### config.mk
export PLATFORM = sky130hd
export DESIGN_NAME = ldpc_encoder_flat
export DESIGN_NICKNAME = d
export VERILOG_FILES = /design/src/rtl/ldpc_encoder_pkg.sv /design/src/rtl/ldpc_encoder_if.sv /design/src/rtl/ldpc_encoder_parity_acc.sv /design/src/rtl/ldpc_encoder.sv /design/src/flat_wrapper.sv
export SDC_FILE = /design/constraint.sdc
export NUM_CORES = 1
export LEC_CHECK = 0
export ABC_AREA = 1
export CAP_MARGIN = 20
export CORE_MARGIN = 1
export CORE_UTILIZATION = 50
export DETAILED_ROUTE_END_ITERATION = 16
export PLACE_DENSITY_LB_ADDON = 0.2
export RECOVER_POWER = 100
export SYNTH_ARGS = -nofsm -noshare
export SYNTH_HDL_FRONTEND = slang
export SYNTH_SLANG_ARGS = --single-unit
export TNS_END_PERCENT = 5
### constraint.sdc
create_clock -name i_clock -period 2.1 [get_ports i_clock]
set_input_delay 0.315 -clock i_clock [delete_from_list [all_inputs] [get_ports i_clock]]
set_output_delay 0.315 -clock i_clock [all_outputs]
set_load 0.01 [all_outputs]
### src/rtl/ldpc_encoder_pkg.sv
// Shared types and helpers for the quasi-cyclic LDPC encoder (package ldpc_pkg).
package ldpc_pkg;

    typedef enum logic {
        COLLECT = 1'b0,
        PARITY  = 1'b1
    } state_t;

    // Widest circulant the rotate helper supports.
    localparam int MAX_W  = 64;
    localparam int KB_DEF = 4;
    localparam int MB_DEF = 4;

    // One counter indexes both info words and parity words, so size it for the larger of the two.
    function automatic int cnt_width(input int kb, input int mb);
        int n;
        n = (kb > mb) ? kb : mb;
        return (n <= 2) ? 1 : $clog2(n);
    endfunction

    localparam int CNT_W = cnt_width(KB_DEF, MB_DEF);

    // Circulant shift applied to info word j for parity row m.
    function automatic int shift(input int j, input int m, input int width);
        return (2 * j + m) % width;
    endfunction

    // Rotate the low 'width' bits of x left by s (0 <= s < width); upper bits return zero.
    function automatic logic [MAX_W-1:0] rotl(input logic [MAX_W-1:0] x, input int s, input int width);
        logic [MAX_W-1:0] mask;
        logic [MAX_W-1:0] xm;
        mask = (width >= MAX_W) ? {MAX_W{1'b1}} : ((MAX_W'(1) << width) - MAX_W'(1));
        xm   = x & mask;
        return ((xm << s) | (xm >> (width - s))) & mask;
    endfunction

endpackage

### src/rtl/ldpc_encoder_if.sv
// Word-serial stream between an information-word source and the encoder.
// master = upstream source / consumer side, slave = the encoder.
interface ldpc_encoder_if #(
    parameter int WIDTH = 8
);
    logic [WIDTH-1:0] i_in_data;
    logic             i_in_valid;
    logic             o_in_ready;
    logic [WIDTH-1:0] o_out_data;
    logic             o_out_valid;
    logic             o_out_last;

    modport master (
        output i_in_data, i_in_valid,
        input  o_in_ready, o_out_data, o_out_valid, o_out_last
    );

    modport slave (
        input  i_in_data, i_in_valid,
        output o_in_ready, o_out_data, o_out_valid, o_out_last
    );
endinterface

### src/rtl/ldpc_encoder_parity_acc.sv
// Parity accumulator: MB rows of WIDTH bits, each XOR-folding a rotated copy of every info word.
module ldpc_parity_acc
    import ldpc_pkg::*;
#(
    parameter int WIDTH = 8,
    parameter int MB    = 4,
    parameter int CW    = 2
) (
    input  logic             i_clock,
    input  logic             i_reset,
    input  logic [WIDTH-1:0] i_data,
    input  logic [CW-1:0]    i_idx,
    input  logic             i_acc_en,
    input  logic             i_clr,
    input  logic [CW-1:0]    i_rd_idx,
    output logic [WIDTH-1:0] o_rd_data
);

    logic [MB-1:0][WIDTH-1:0] acc;

    for (genvar m = 0; m < MB; m++) begin : g_row
        logic [MAX_W-1:0] rot_full;
        logic [WIDTH-1:0] rot;

        // Rotated copy of the incoming word for this parity row.
        always_comb begin
            rot_full = rotl(MAX_W'(i_data), shift(int'(i_idx), m, WIDTH), WIDTH);
            rot      = rot_full[WIDTH-1:0];
        end

        // Row accumulator: clear on reset / end of codeword, fold in on accept.
        always_ff @(posedge i_clock) begin
            if (i_reset || i_clr) begin
                acc[m] <= '0;
            end else if (i_acc_en) begin
                acc[m] <= acc[m] ^ rot;
            end
        end
    end

    // Read port for the parity phase; out-of-range indices read as zero.
    always_comb begin
        o_rd_data = '0;
        if (int'(i_rd_idx) < MB) begin
            o_rd_data = acc[i_rd_idx];
        end
    end

endmodule

### src/rtl/ldpc_encoder.sv
// Systematic QC-LDPC encoder: passes KB info words through with one cycle of latency,
// then emits MB parity words back-to-back. Optional sticky drop flag o_err under
// macro LDPC_ENCODER_ERR_EN.
module ldpc_encoder
    import ldpc_pkg::*;
#(
    parameter int WIDTH = 8,
    parameter int KB    = 4,
    parameter int MB    = 4
) (
    input  logic          i_clock,
    input  logic          i_reset,
    ldpc_encoder_if.slave bus
`ifdef LDPC_ENCODER_ERR_EN
    ,
    output logic          o_err
`endif
);

    localparam int CW = cnt_width(KB, MB);

    state_t           state;
    state_t           state_nxt;
    logic [CW-1:0]    cnt;
    logic             in_ready;
    logic             accept;
    logic             last_info;
    logic             last_par;
    logic [WIDTH-1:0] par_word;

    // State register.
    always_ff @(posedge i_clock) begin
        if (i_reset) begin
            state <= COLLECT;
        end else begin
            state <= state_nxt;
        end
    end

    // Next state: leave COLLECT on the last info word, leave PARITY after the last parity word.
    always_comb begin
        state_nxt = state;
        case (state)
            COLLECT: if (last_info) state_nxt = PARITY;
            PARITY:  if (last_par)  state_nxt = COLLECT;
            default: state_nxt = COLLECT;
        endcase
    end

    // FSM outputs and per-cycle control strobes.
    always_comb begin
        in_ready  = (state == COLLECT);
        accept    = in_ready && bus.i_in_valid;
        last_info = accept && (cnt == CW'(KB - 1));
        last_par  = (state == PARITY) && (cnt == CW'(MB - 1));
    end

    assign bus.o_in_ready = in_ready;

    // Word counter: info index in COLLECT, parity index in PARITY.
    always_ff @(posedge i_clock) begin
        if (i_reset) begin
            cnt <= '0;
        end else if (state == COLLECT) begin
            if (accept) cnt <= last_info ? '0 : cnt + CW'(1);
        end else begin
            cnt <= last_par ? '0 : cnt + CW'(1);
        end
    end

    ldpc_parity_acc #(
        .WIDTH (WIDTH),
        .MB    (MB),
        .CW    (CW)
    ) u_acc (
        .i_clock  (i_clock),
        .i_reset  (i_reset),
        .i_data   (bus.i_in_data),
        .i_idx    (cnt),
        .i_acc_en (accept),
        .i_clr    (last_par),
        .i_rd_idx (cnt),
        .o_rd_data(par_word)
    );

    // Output register: info word on accept, parity word every PARITY cycle.
    always_ff @(posedge i_clock) begin
        if (i_reset) begin
            bus.o_out_data  <= '0;
            bus.o_out_valid <= 1'b0;
            bus.o_out_last  <= 1'b0;
        end else if (state == COLLECT) begin
            bus.o_out_valid <= accept;
            bus.o_out_last  <= 1'b0;
            if (accept) bus.o_out_data <= bus.i_in_data;
        end else begin
            bus.o_out_data  <= par_word;
            bus.o_out_valid <= 1'b1;
            bus.o_out_last  <= last_par;
        end
    end

`ifdef LDPC_ENCODER_ERR_EN
    // Sticky flag: a word was offered while the encoder was busy with parity.
    always_ff @(posedge i_clock) begin
        if (i_reset) begin
            o_err <= 1'b0;
        end else if (bus.i_in_valid && !in_ready) begin
            o_err <= 1'b1;
        end
    end
`endif

endmodule

### src/flat_wrapper.sv
// flat-port wrapper written by rule: the top's interface ports become plain ports
module ldpc_encoder_flat import ldpc_pkg::*;
#(
    parameter int WIDTH = 8,
    parameter int KB    = 4,
    parameter int MB    = 4
)
  (i_clock, i_reset, bus_i_in_data, bus_i_in_valid, bus_o_in_ready, bus_o_out_data, bus_o_out_valid, bus_o_out_last);
  ldpc_encoder_if #(.WIDTH(WIDTH)) bus_i ();
  input  logic i_clock;
  input  logic i_reset;
  input wire logic [$bits(bus_i.i_in_data)-1:0] bus_i_in_data;
  input wire logic [$bits(bus_i.i_in_valid)-1:0] bus_i_in_valid;
  output wire logic [$bits(bus_i.o_in_ready)-1:0] bus_o_in_ready;
  output wire logic [$bits(bus_i.o_out_data)-1:0] bus_o_out_data;
  output wire logic [$bits(bus_i.o_out_valid)-1:0] bus_o_out_valid;
  output wire logic [$bits(bus_i.o_out_last)-1:0] bus_o_out_last;
  assign bus_i.i_in_data = bus_i_in_data;
  assign bus_i.i_in_valid = bus_i_in_valid;
  assign bus_o_in_ready = bus_i.o_in_ready;
  assign bus_o_out_data = bus_i.o_out_data;
  assign bus_o_out_valid = bus_i.o_out_valid;
  assign bus_o_out_last = bus_i.o_out_last;
  ldpc_encoder #(.WIDTH(WIDTH), .KB(KB), .MB(MB)) u_core (.i_clock(i_clock), .i_reset(i_reset), .bus(bus_i));
endmodule
-- Yosys cells after proc, flatten, opt, wreduce, memory -nomap -nowiden
Cells that the tools add are included.
- flip-flop bits (word level): 45
- output and inout port bits: 11
- add/subtract/negate cells: 8
- magnitude comparators: 1
- equality and inequality tests: 1
- shifts and indexed selects: 8
- muxes and demuxes: 12
- bitwise logic cells: 12
- reduce and logical (&&, ||, !) cells: 9
- operators with widths (cell ; count):
    >> shifter 8 x 32 -> 8 bit ; 4
    << shifter 8 x 32 -> 8 bit ; 3
    OR 8 bit ; 4
    bitwise XOR 8 bit ; 4
    two-way mux 8 bit ; 3
    subtractor 5 x 4 -> 6 bit, first input constant ; 3
    binary-select mux 8 bit (select 2 bit) ; 1
    OR reduction 3 bit ; 3
    two-way mux 2 bit ; 4
    << shifter 8 x 3 -> 8 bit ; 1
    adder 3 x 2 -> 3 bit, second input constant ; 2
    subtractor 4 x 3 -> 5 bit, first input constant ; 1
    adder 3 x 1 -> 3 bit, second input constant ; 1
    bitwise AND 1 bit, first input constant ; 3
    logical AND 1 bit ; 3
    < comparator 2 x 3 -> 1 bit, second input constant ; 1
    two-way mux 1 bit ; 3
    adder 2 x 1 -> 2 bit, second input constant ; 1
    equality test 2 bit, second input constant ; 1
    one-hot mux 1 bit (2 select lines) ; 1
    nonzero test 2 bit ; 1
    OR reduction 2 bit ; 1
    logical OR 1 bit ; 1
    NOT 1 bit ; 1

-- Logic depth before layout (Yosys ltp)
Gate-level depths: netlist (run 1).
- depth after elaboration: 7
- gate-level depth with buffers: 15
- gate-level depth less buffers: 12

-- Modules after synthesis
A second synthesis (run 1) with hierarchy kept.
- cell total of the unflattened synthesis: 450
- area total of the unflattened synthesis: 2849.0 um^2
- by module, submodules not included (module ; times used ; cells each ; area an instance (um^2) ; seq. area each (um^2)):
    ldpc_parity_acc ; 1 ; 365 ; 2250.9 ; 640.6
    ldpc_encoder ; 1 ; 85 ; 598.1 ; 260.2

-- Least setup slack after synthesis (run 1)
Ideal clock, no wire load.
- path kind: reg-to-reg
- from: register u_core.cnt[0]
- to: register u_core.u_acc.acc[16] (netlist name)
- library setup time: 0.115 ns
- arrival time: 1.809 ns
- data required time: 1.985 ns
- path slack: 0.176 ns
- stages on the path, launching flop included: 15
- path buffers: 4
- cell sequence: dfxtp_1 > buf_6 > inv_6 > buf_8 > buf_4 > ha_1 > buf_4 > nand2_1 > nand2_2 > nand2_1 > nand2_1 > nand2_1 > nand2_1 > a21oi_1 > nor2_1
- cells in the longest elaborated chain, start to end: 7
- RTL lines (what ; RTL line ; RTL):
    start: declaration ; ldpc_encoder.sv:24 ; logic [CW-1:0] cnt;
    start signal: assignment ; ldpc_encoder.sv:65 ; if (accept) cnt <= last_info ? '0 : cnt + CW'(1);
    start signal: assignment ; ldpc_encoder.sv:67 ; cnt <= last_par ? '0 : cnt + CW'(1);
    adder 3 x 2 -> 3 bit ; ldpc_encoder_pkg.sv:25 ; return (2 * j + m) % width;
    OR reduction 3 bit (no line) ; n/a ;
    bitwise AND 1 bit (no line) ; n/a ;
    subtractor 5 x 4 -> 6 bit ; ldpc_encoder_pkg.sv:34 ; return ((xm << s) | (xm >> (width - s))) & mask;
    >> shifter 8 x 32 -> 8 bit ; ldpc_encoder_pkg.sv:34 ;
    OR 8 bit ; ldpc_encoder_pkg.sv:34 ;
    bitwise XOR 8 bit ; ldpc_encoder_parity_acc.sv:36 ; acc[m] <= acc[m] ^ rot;
    end signal: indexed assignment ; ldpc_encoder_parity_acc.sv:36 ;
    end: declaration ; ldpc_encoder_parity_acc.sv:19 ; logic [MB-1:0][WIDTH-1:0] acc;
Parallel ways exist; a longest one is shown, timed or not.
A chain may end at the register's enable or synchronous reset.

-- Worst setup path in the final report (run 1)
Ends and elaborated chain as after synthesis.

==> flow_summary.toml, run 1 <==
[cts]
cts_hold_buffers = 0
clockBufferDepth = 2
ctsResizeCount = 0
clk_pin_slew_worst_paths_ns = 0.09
clkSinkCount = 45
root_buffer = "clkbuf_8"
cts_tree = "done"
htreeDepth = 2
post_cts_buffers = 0
numCtsBuffers = 5
clkLatencyLatePin_ns = 0.30

[detailed_routing]
dr.first_iter.drc_count = 241
wl_mm = 7.19
wire_per_inst_um = 13.7
drt-pass1-iter-count = 6
viasPerCell = 5.36
ant_nets = 0
vias = 2804
post-route-drc-count = 0

[synthesis]
synth_top_area_cell = "dfxtp_1"
ys_top_cells_by_area = "dfxtp_1 33%, nand2_1 19%, nor2_1 8.1%"
yosysUniqueCellTypes = 29
async_reset_ff_frac = 0
netlist_area_um2 = 2700
syn_avg_cell_area_um2 = 6.23
synth-edff-count = 0
synth_ff_type = "dfxtp_1"
syn-num-nets = 446
syn-instance-count = 433
synth_warnings = 0
synth-seq-cells = 45
synthDominantCellAreaShare = 0.334
seq_area_frac_synth = 0.334

[setup_path]
worstPathMaxFanout = 22
startpoint = "u_core.cnt[0]"
crit_required_ns = 2.30
crit_arrival_ns = 2.06
start_kind = "flip-flop"
r2r-start = "u_core.cnt[0]"
critical_path_class = "reg -> reg"
endpoint_kind = "flip-flop"

[final_layout]
utilization = 0.592
drive_gt1_frac = 0.0684
synthToLayoutAreaGrowth_pct = 12.8
final_common_cell = "nand2_1"
final_nets = 465
antenna_cells = 0
final_cell_mix = "136 x nand2_1, 57 x nor2_1, 45 x dfxtp_1, 41 x a21oi_1, 39 x nand3_1"

[placement]
gp_congestion = 0.964
portBuffers = 21
hpwlAfterDp_mm = 5.23

[timing]
tightest_slew_ns = 0.636
finalSetupViolations = 0
final_hold_viol_count = 0
period_minus_slack_ns = 1.86
rsz0062_at_grt = "false"
max_slew_margin = 0.576
fin_setup_tns_ns = 0
fin_skew_ns = 0.00744
min_period_over_period = 0.887
drv_slew = 0
fmax_mhz = 537

[power]
peakVddDrop_mv = 0.468
cellLeakagePower_nw = 1.42
power.density_nw_per_um2 = 798
total_power_mw = 2.43

[grt]
grt_pass1_wl_mm = 11.6
grt_max_degree = 33
grt_pass1_vias = 2422
overflow = 0
track_usage = 0.274
antenna_found_initial = 0

[run_status]
status = "completed"

[die]
start_util = 0.525
die_width_um = 75.5
dieHeight_um = 75.5
io_pins = 22
die-area_um2 = 5690
rows = 26
core_area_um2 = 5140

[min_path]
hold_start = "u_core.u_acc.acc[15]"
holdCritPathClass = "reg -> reg"

[run]
maxCapViolations = 0
==> cell type report <==
class                   count  area (um2)
flip-flops and latches     45         901
clock inverters             1        30.0
clock buffers               7        86.3
well taps                  70        87.6
fillers                   537        2100
multi-input cells         335        1490
inverters                  31         121
repair buffers             34         327
==> cells in the mapped netlist (all sizes together) (2+ instances only) <==
cell and count:
a211oi 2, dfxtp 45, a21o 2, o211ai 3, a21oi 42, ha 2, nand3 39, a31oi 3
o21ai 37, nor2 60, nand2 142, clkbuf 2, inv 31, buf 20
==> registers in the layout, indices dropped and copies added (netlist names) <==
name / cells
u_core.u_acc.acc: 32
u_core.cnt: 2
u_core.state: 1
u_core.bus.o_out_last: 1
u_core.bus.o_out_data: 8
u_core.bus.o_out_valid: 1
==> metrics by stage <==
stage                     hold WS [ns]  area (um2)  instances  setup slack (ns)
after floorplan                  0.391        2700        433             0.176
after global placement           0.435        2960        515             0.355
after detailed placement         0.449        2960        515             0.301
after CTS                        0.460        3080        523             0.226
after global routing             0.478        3040        523            0.0790
final                            0.453        3040        523             0.237
==> logic make-up (layout without fill, tap and decap cells) <==
logic type	count (synthesis)	in the layout	share of synthesized area
flip-flops	45	45	0.334
AND/OR/NAND/NOR	242	242	0.370
AO/OA/AOI/OAI	91	91	0.182
adder cells (fa/ha/maj)	2	2	0.00927
buffers and inverters	53	73	0.105
==> worst paths after layout <==
check                           cells past startpoint  slack (ns)              endpoint
worst max-delay path                               11        0.24  u_core.u_acc.acc[16]
worst min-delay path                                1        0.45  u_core.u_acc.acc[15]
worst max register to register                     11        0.24  u_core.u_acc.acc[16]
worst min register to register                      1        0.45  u_core.u_acc.acc[15]
==> routing by layer <==
metal	routed length, um	GRT usage
met4	220	0.126
met3	443	0.0516
met5	0	0
met2	3230	0.427
met1	3300	0.369
==> power breakdown <==
part           switching (mW)  internal, mW
logic                   0.475         0.263
registers              0.0575         0.950
clock network           0.294         0.388
==> critical path, cell delays in order, from the launching register on <==
cell,delay (ns)
dfxtp_1,0.41
buf_4,0.28
buf_4,0.29
nand2_1,0.08
nand2_1,0.19
nand2_1,0.10
nand2_1,0.08
nand2_1,0.06
nand2_1,0.10
nand3_1,0.07
nand2_1,0.06
nor2_1,0.04
(Power assumes the default switching activity.)
==> run 2, diff against run 1 <==
--- a/config.mk
+++ b/config.mk
@@ -9,9 +9,10 @@
 export CAP_MARGIN = 20
 export CORE_MARGIN = 1
 export CORE_UTILIZATION = 50
+export CTS_BUF_LIST = sky130_fd_sc_hd__clkbuf_16
 export DETAILED_ROUTE_END_ITERATION = 16
 export PLACE_DENSITY_LB_ADDON = 0.2
-export RECOVER_POWER = 100
+export RECOVER_POWER = 50
 export SYNTH_ARGS = -nofsm -noshare
 export SYNTH_HDL_FRONTEND = slang
 export SYNTH_SLANG_ARGS = --single-unit
==> run 2 against run 1 <==
Compared with the run above: wire length fell by 0.36%; combinational power increased by 1%; critical path type unchanged; core utilization increased by 1.2 points; sequential power is essentially flat; clock power is 27% higher; design area is 2.1% higher; sequential share of layout area is 0.61 points lower; sequential cell count unchanged; critical path depth shrank 2; final cell count stayed put.
==> flow_summary.toml, run 2 (same netlist as run 1, synthesis figures left out) <==
[run_status]
status = "completed"

[detailed_routing]
drt-pass1-iter-count = 5
viasPerCell = 5.41
wl_mm = 7.16
ant_nets = 0
wire_per_inst_um = 13.7
dr.first_iter.drc_count = 245
vias = 2827
post-route-drc-count = 0

[cts]
clk_pin_slew_worst_paths_ns = 0.06
cts_hold_buffers = 0
root_buffer = "clkbuf_16"
htreeDepth = 2
numCtsBuffers = 5
clkSinkCount = 45
ctsResizeCount = 0
clkLatencyLatePin_ns = 0.28
clockBufferDepth = 2
post_cts_buffers = 0
cts_tree = "done"

[final_layout]
antenna_cells = 0
final_nets = 465
top_regs = "u_core.u_acc.acc: 32 flops, u_core.bus.o_out_data: 8 flops, u_core.cnt: 2 flops"
final_common_cell = "nand2_1"
synthToLayoutAreaGrowth_pct = 15.2
design_area_um2 = 3110
n_fill_cell = 527
largest_reg_flops = 32
drive_gt1_frac = 0.0773
final_cell_mix = "134 x nand2_1, 57 x nor2_1, 45 x dfxtp_1, 40 x a21oi_1, 38 x nand3_1"
regMostFlops = "u_core.u_acc.acc"
utilization = 0.605

[timing]
finalWorstSetupSlack_ns = 0.267
fmax_mhz = 546
rsz0062_at_grt = "false"
max_slew_margin = 0.555
drv_slew = 0
final_hold_viol_count = 0
period_minus_slack_ns = 1.83
finalSetupViolations = 0
fin_setup_tns_ns = 0
tightest_slew_ns = 0.668
fin_skew_ns = 0.00636
min_period_over_period = 0.873

[min_path]
hold_depth = 1
holdPathEnd = "u_core.u_acc.acc[15]"
hold_start = "u_core.u_acc.acc[15]"
holdCritPathClass = "reg -> reg"

[setup_path]
endpoint_kind = "flip-flop"
reg2reg_depth = 9
crit_required_ns = 2.28
r2r-start = "u_core.state"
slowest_stage = "dfxtp_1"
crit_arrival_ns = 2.01
worstPathMaxFanout = 12
path_common_cell = "nand2_1"
start_kind = "flip-flop"
r2r_end = "u_core.u_acc.acc[2]"
max_stage_delay_ns = 0.61
r2r_slack_ns = 0.27
crit_path_cell_trace = "inv_1 -> nand2_1 -> inv_2 -> nand2_1 -> inv_1 -> o21ai_1 -> nand3_1 -> nand2_1 -> nor2_1"
critical_path_class = "reg -> reg"

[die]
die_width_um = 75.5
rows = 26
dieHeight_um = 75.5
die-area_um2 = 5690
io_pins = 22
start_util = 0.525
core_area_um2 = 5140

[placement]
post-place-ws_ns = 0.301
gp_congestion = 0.964
portBuffers = 21
hpwlAfterDp_mm = 5.23
placed_area_um2 = 2960

[power]
power_frac_seq = 0.384
peakVddDrop_mv = 0.432
cellLeakagePower_nw = 1.45
sw_frac_of_total = 0.326
power.density_nw_per_um2 = 845
power_frac_comb = 0.285
internal_power_mw = 1.77
p_switching_mw = 0.855
total_power_mw = 2.63
clockPowerShare = 0.331

[grt]
antenna_found_initial = 0
grt_pass1_wl_mm = 11.6
grt_pass1_vias = 2443
track_usage = 0.275
grt_max_degree = 33
overflow = 0

[run]
maxCapViolations = 0
[run 2: cell types whose count changed in the layout (fill, tap and decap cells not counted), sizes merged]
cell    before  now
clkbuf       9    7
clkinv       0    1
inv         31   32
[run 2: worst max-delay path, delay by kind of cell, from the launching register on]
family	cells	cell delay (ns)
buf+inv	3	0.31
flops	1	0.61
simple gates	5	0.66
compound gates	1	0.14
[run 2: worst max path at each step]
| stage | from | endpoint | slack, ns | cells past startpoint |
|---|---|---|---|---|
| 2_1_floorplan | u_core.cnt[0] | u_core.u_acc.acc[16] | 0.18 | 14 |
| 3_3_place_gp | bus_i_in_data[0] | u_core.u_acc.acc[0] | 0.36 | 8 |
| 3_5_place_dp | bus_i_in_data[0] | u_core.u_acc.acc[0] | 0.30 | 8 |
| 4_1_cts | u_core.state | bus_o_in_ready | 0.25 | 2 |
| 5_1_grt | u_core.state | u_core.u_acc.acc[2] | 0.12 | 9 |
| 6_report | u_core.state | u_core.u_acc.acc[2] | 0.27 | 9 |
[run 2: metrics by stage]
step / hold WS (ns) / instances
global placement: 0.435 / 515
CTS: 0.456 / 523
finish: 0.449 / 523
global route: 0.474 / 523
detailed placement: 0.449 / 515
floorplan: 0.391 / 433
[run 2: power by group through the flow]
| stage | clock, mW | sequential (mW) | combinational, mW |
|---|---|---|---|
| detailed placement | 0 | 1.03 | 0.739 |
| floorplan | 0 | 1.02 | 0.549 |
| CTS | 0.891 | 1.01 | 0.744 |
| finish | 0.868 | 1.01 | 0.748 |
| global placement | 0 | 1.02 | 0.728 |
| global route | 0.918 | 1.02 | 0.840 |
[run 2: layout make-up]
cell class,count,area [um2],area share
Clock inverter,3,37.5,0.0121
Sequential cell,45,901,0.290
Inverter,31,121,0.0390
Clock buffer,5,125,0.0403
Multi-Input combinational cell,335,1510,0.486
Tap cell,70,87.6,0.0282
Timing Repair Buffer,34,327,0.105
[run 2: layer usage]
layer  vias to the layer above  GRT usage  part of all wire
met5                         -          0                 0
met1                      1260      0.363              0.46
li1                       1438          -                 -
met3                        18     0.0608             0.066
met4                         0      0.128             0.031
met2                       111      0.428              0.45
==> run 3, diff against run 2 <==
--- a/config.mk
+++ b/config.mk
@@ -7,12 +7,14 @@
 export LEC_CHECK = 0
 export ABC_AREA = 1
 export CAP_MARGIN = 20
+export CORE_ASPECT_RATIO = 1.2
 export CORE_MARGIN = 1
 export CORE_UTILIZATION = 50
 export CTS_BUF_LIST = sky130_fd_sc_hd__clkbuf_16
 export DETAILED_ROUTE_END_ITERATION = 16
 export PLACE_DENSITY_LB_ADDON = 0.2
 export RECOVER_POWER = 50
+export SKIP_LAST_GASP = 1
 export SYNTH_ARGS = -nofsm -noshare
 export SYNTH_HDL_FRONTEND = slang
 export SYNTH_SLANG_ARGS = --single-unit
==> run 3 against run 2 <==
Compared with the run above: final cell count fell by 1.7%; via count increased by 1.2%; clock power down 13%; sequential cell count stayed put; critical path depth is 3 higher; register-to-register slack is essentially flat; total power fell by 4.4%; sequential share of layout area grew 0.34 points; wire length down 0.60%; critical endpoint is now u_core.u_acc.acc[16]; largest cell class unchanged; largest power group unchanged; highest routed layer unchanged.
==> flow_summary.toml, run 3 (same netlist as run 1, synthesis figures left out) <==
[run_status]
status = "completed"

[timing]
drv_slew = 0
max_slew_margin = 0.446
fin_setup_tns_ns = 0
final_hold_viol_count = 0
tightest_slew_ns = 0.828
rsz0062_at_grt = "false"
fin_skew_ns = 0.00442
finalSetupViolations = 0
min_period_over_period = 0.875
fmax_mhz = 544
period_minus_slack_ns = 1.84

[die]
rows = 28
core_area_um2 = 5040
die-area_um2 = 5690
dieHeight_um = 82.5
die_width_um = 69.1
start_util = 0.535
io_pins = 22

[detailed_routing]
wire_per_inst_um = 13.8
ant_nets = 0
vias = 2860
post-route-drc-count = 0
dr.first_iter.drc_count = 196
viasPerCell = 5.56
drt-pass1-iter-count = 4
wl_mm = 7.12

[final_layout]
regMostFlops = "u_core.u_acc.acc"
antenna_cells = 0
final_nets = 466
largest_reg_flops = 32
final_cell_mix = "134 x nand2_1, 59 x nor2_1, 45 x dfxtp_1, 40 x a21oi_1, 37 x nand3_1"
top_regs = "u_core.u_acc.acc: 32 flops, u_core.bus.o_out_data: 8 flops, u_core.cnt: 2 flops"
n_fill_cell = 514
utilization = 0.609
drive_gt1_frac = 0.0771
synthToLayoutAreaGrowth_pct = 13.9
final_common_cell = "nand2_1"

[placement]
gp_congestion = 1.06
portBuffers = 21
hpwlAfterDp_mm = 5.18

[power]
internal_power_mw = 1.65
total_power_mw = 2.51
power_frac_seq = 0.402
sw_frac_of_total = 0.343
power.density_nw_per_um2 = 817
cellLeakagePower_nw = 1.44
clockPowerShare = 0.302
power_frac_comb = 0.296
peakVddDrop_mv = 0.429
p_switching_mw = 0.861

[cts]
cts_hold_buffers = 0
cts_tree = "done"
numCtsBuffers = 5
clkLatencyLatePin_ns = 0.29
root_buffer = "clkbuf_16"
clk_pin_slew_worst_paths_ns = 0.06
post_cts_buffers = 0
ctsResizeCount = 0
clkSinkCount = 45
clockBufferDepth = 2
htreeDepth = 2

[setup_path]
worstPathMaxFanout = 7
start_kind = "flip-flop"
endpoint_kind = "flip-flop"
reg2reg_depth = 12
crit_arrival_ns = 2.02
crit_required_ns = 2.29
critical_path_class = "reg -> reg"

[grt]
grt_max_degree = 33
overflow = 0
grt_pass1_vias = 2464
antenna_found_initial = 0
grt_pass1_wl_mm = 11.4
track_usage = 0.254

[min_path]
holdCritPathClass = "reg -> reg"
hold_depth = 2

[run]
maxCapViolations = 0
==> run 3: path summary, 6_finish.rpt <==
| kind | endpoint | slack (ns) | start |
|---|---|---|---|
| setup reg to reg | u_core.u_acc.acc[16] | 0.26 | u_core.cnt[0] |
| setup / recovery | u_core.u_acc.acc[16] | 0.26 | u_core.cnt[0] |
| hold reg to reg | u_core.u_acc.acc[26] | 0.47 | u_core.u_acc.acc[26] |
| hold / removal | u_core.u_acc.acc[26] | 0.47 | u_core.u_acc.acc[26] |
==> run 3: cell type report <==
| cell class | count | area (um2) | area share |
|---|---|---|---|
| Tap cell | 60 | 75.1 | 0.0244 |
| Inverter | 31 | 121 | 0.0395 |
| Timing Repair Buffer | 35 | 328 | 0.107 |
| Clock inverter | 3 | 12.5 | 0.00407 |
| Sequential cell | 45 | 901 | 0.293 |
| Clock buffer | 5 | 125 | 0.0407 |
| Multi-Input combinational cell | 335 | 1510 | 0.491 |
==> run 3: stage by stage <==
step                area, um2  cells  setup slack [ns]  hold slack, ns
finish                   3070    514             0.262           0.472
global route             3070    514             0.117           0.487
CTS                      3080    514             0.285           0.474
detailed placement       2940    506             0.318           0.461
global placement         2940    506             0.325           0.432
floorplan                2700    433             0.176           0.391
==> run 3: per-layer routing <==
metal	global-route usage	vias to the layer above	share of wire
li1	-	1441	-
met1	0.310	1301	0.43
met2	0.442	99	0.46
met3	0.0413	19	0.076
met4	0.120	0	0.033
met5	0	-	0
==> run 3: power by group through the flow <==
| stage | Sequential (mW) | Combinational [mW] | Clock (mW) |
|---|---|---|---|
| after floorplan | 1.02 | 0.549 | 0 |
| after global placement | 1.02 | 0.729 | 0 |
| after detailed placement | 1.03 | 0.738 | 0 |
| after CTS | 1.01 | 0.743 | 0.768 |
| after global routing | 1.02 | 0.835 | 0.793 |
| final | 1.01 | 0.744 | 0.758 |
==> run 3: worst max-delay path: stages (launching register included) <==
cell and delay, ns:
dfxtp_1 0.41, inv_6 0.03, ha_1 0.38, inv_1 0.20, nand2_1 0.10, nand2_2 0.13
nand2_1 0.09, nand2_1 0.07, nand2_1 0.05, nand2_1 0.08, nand3_1 0.08, nand2_1 0.07
nor2_1 0.04
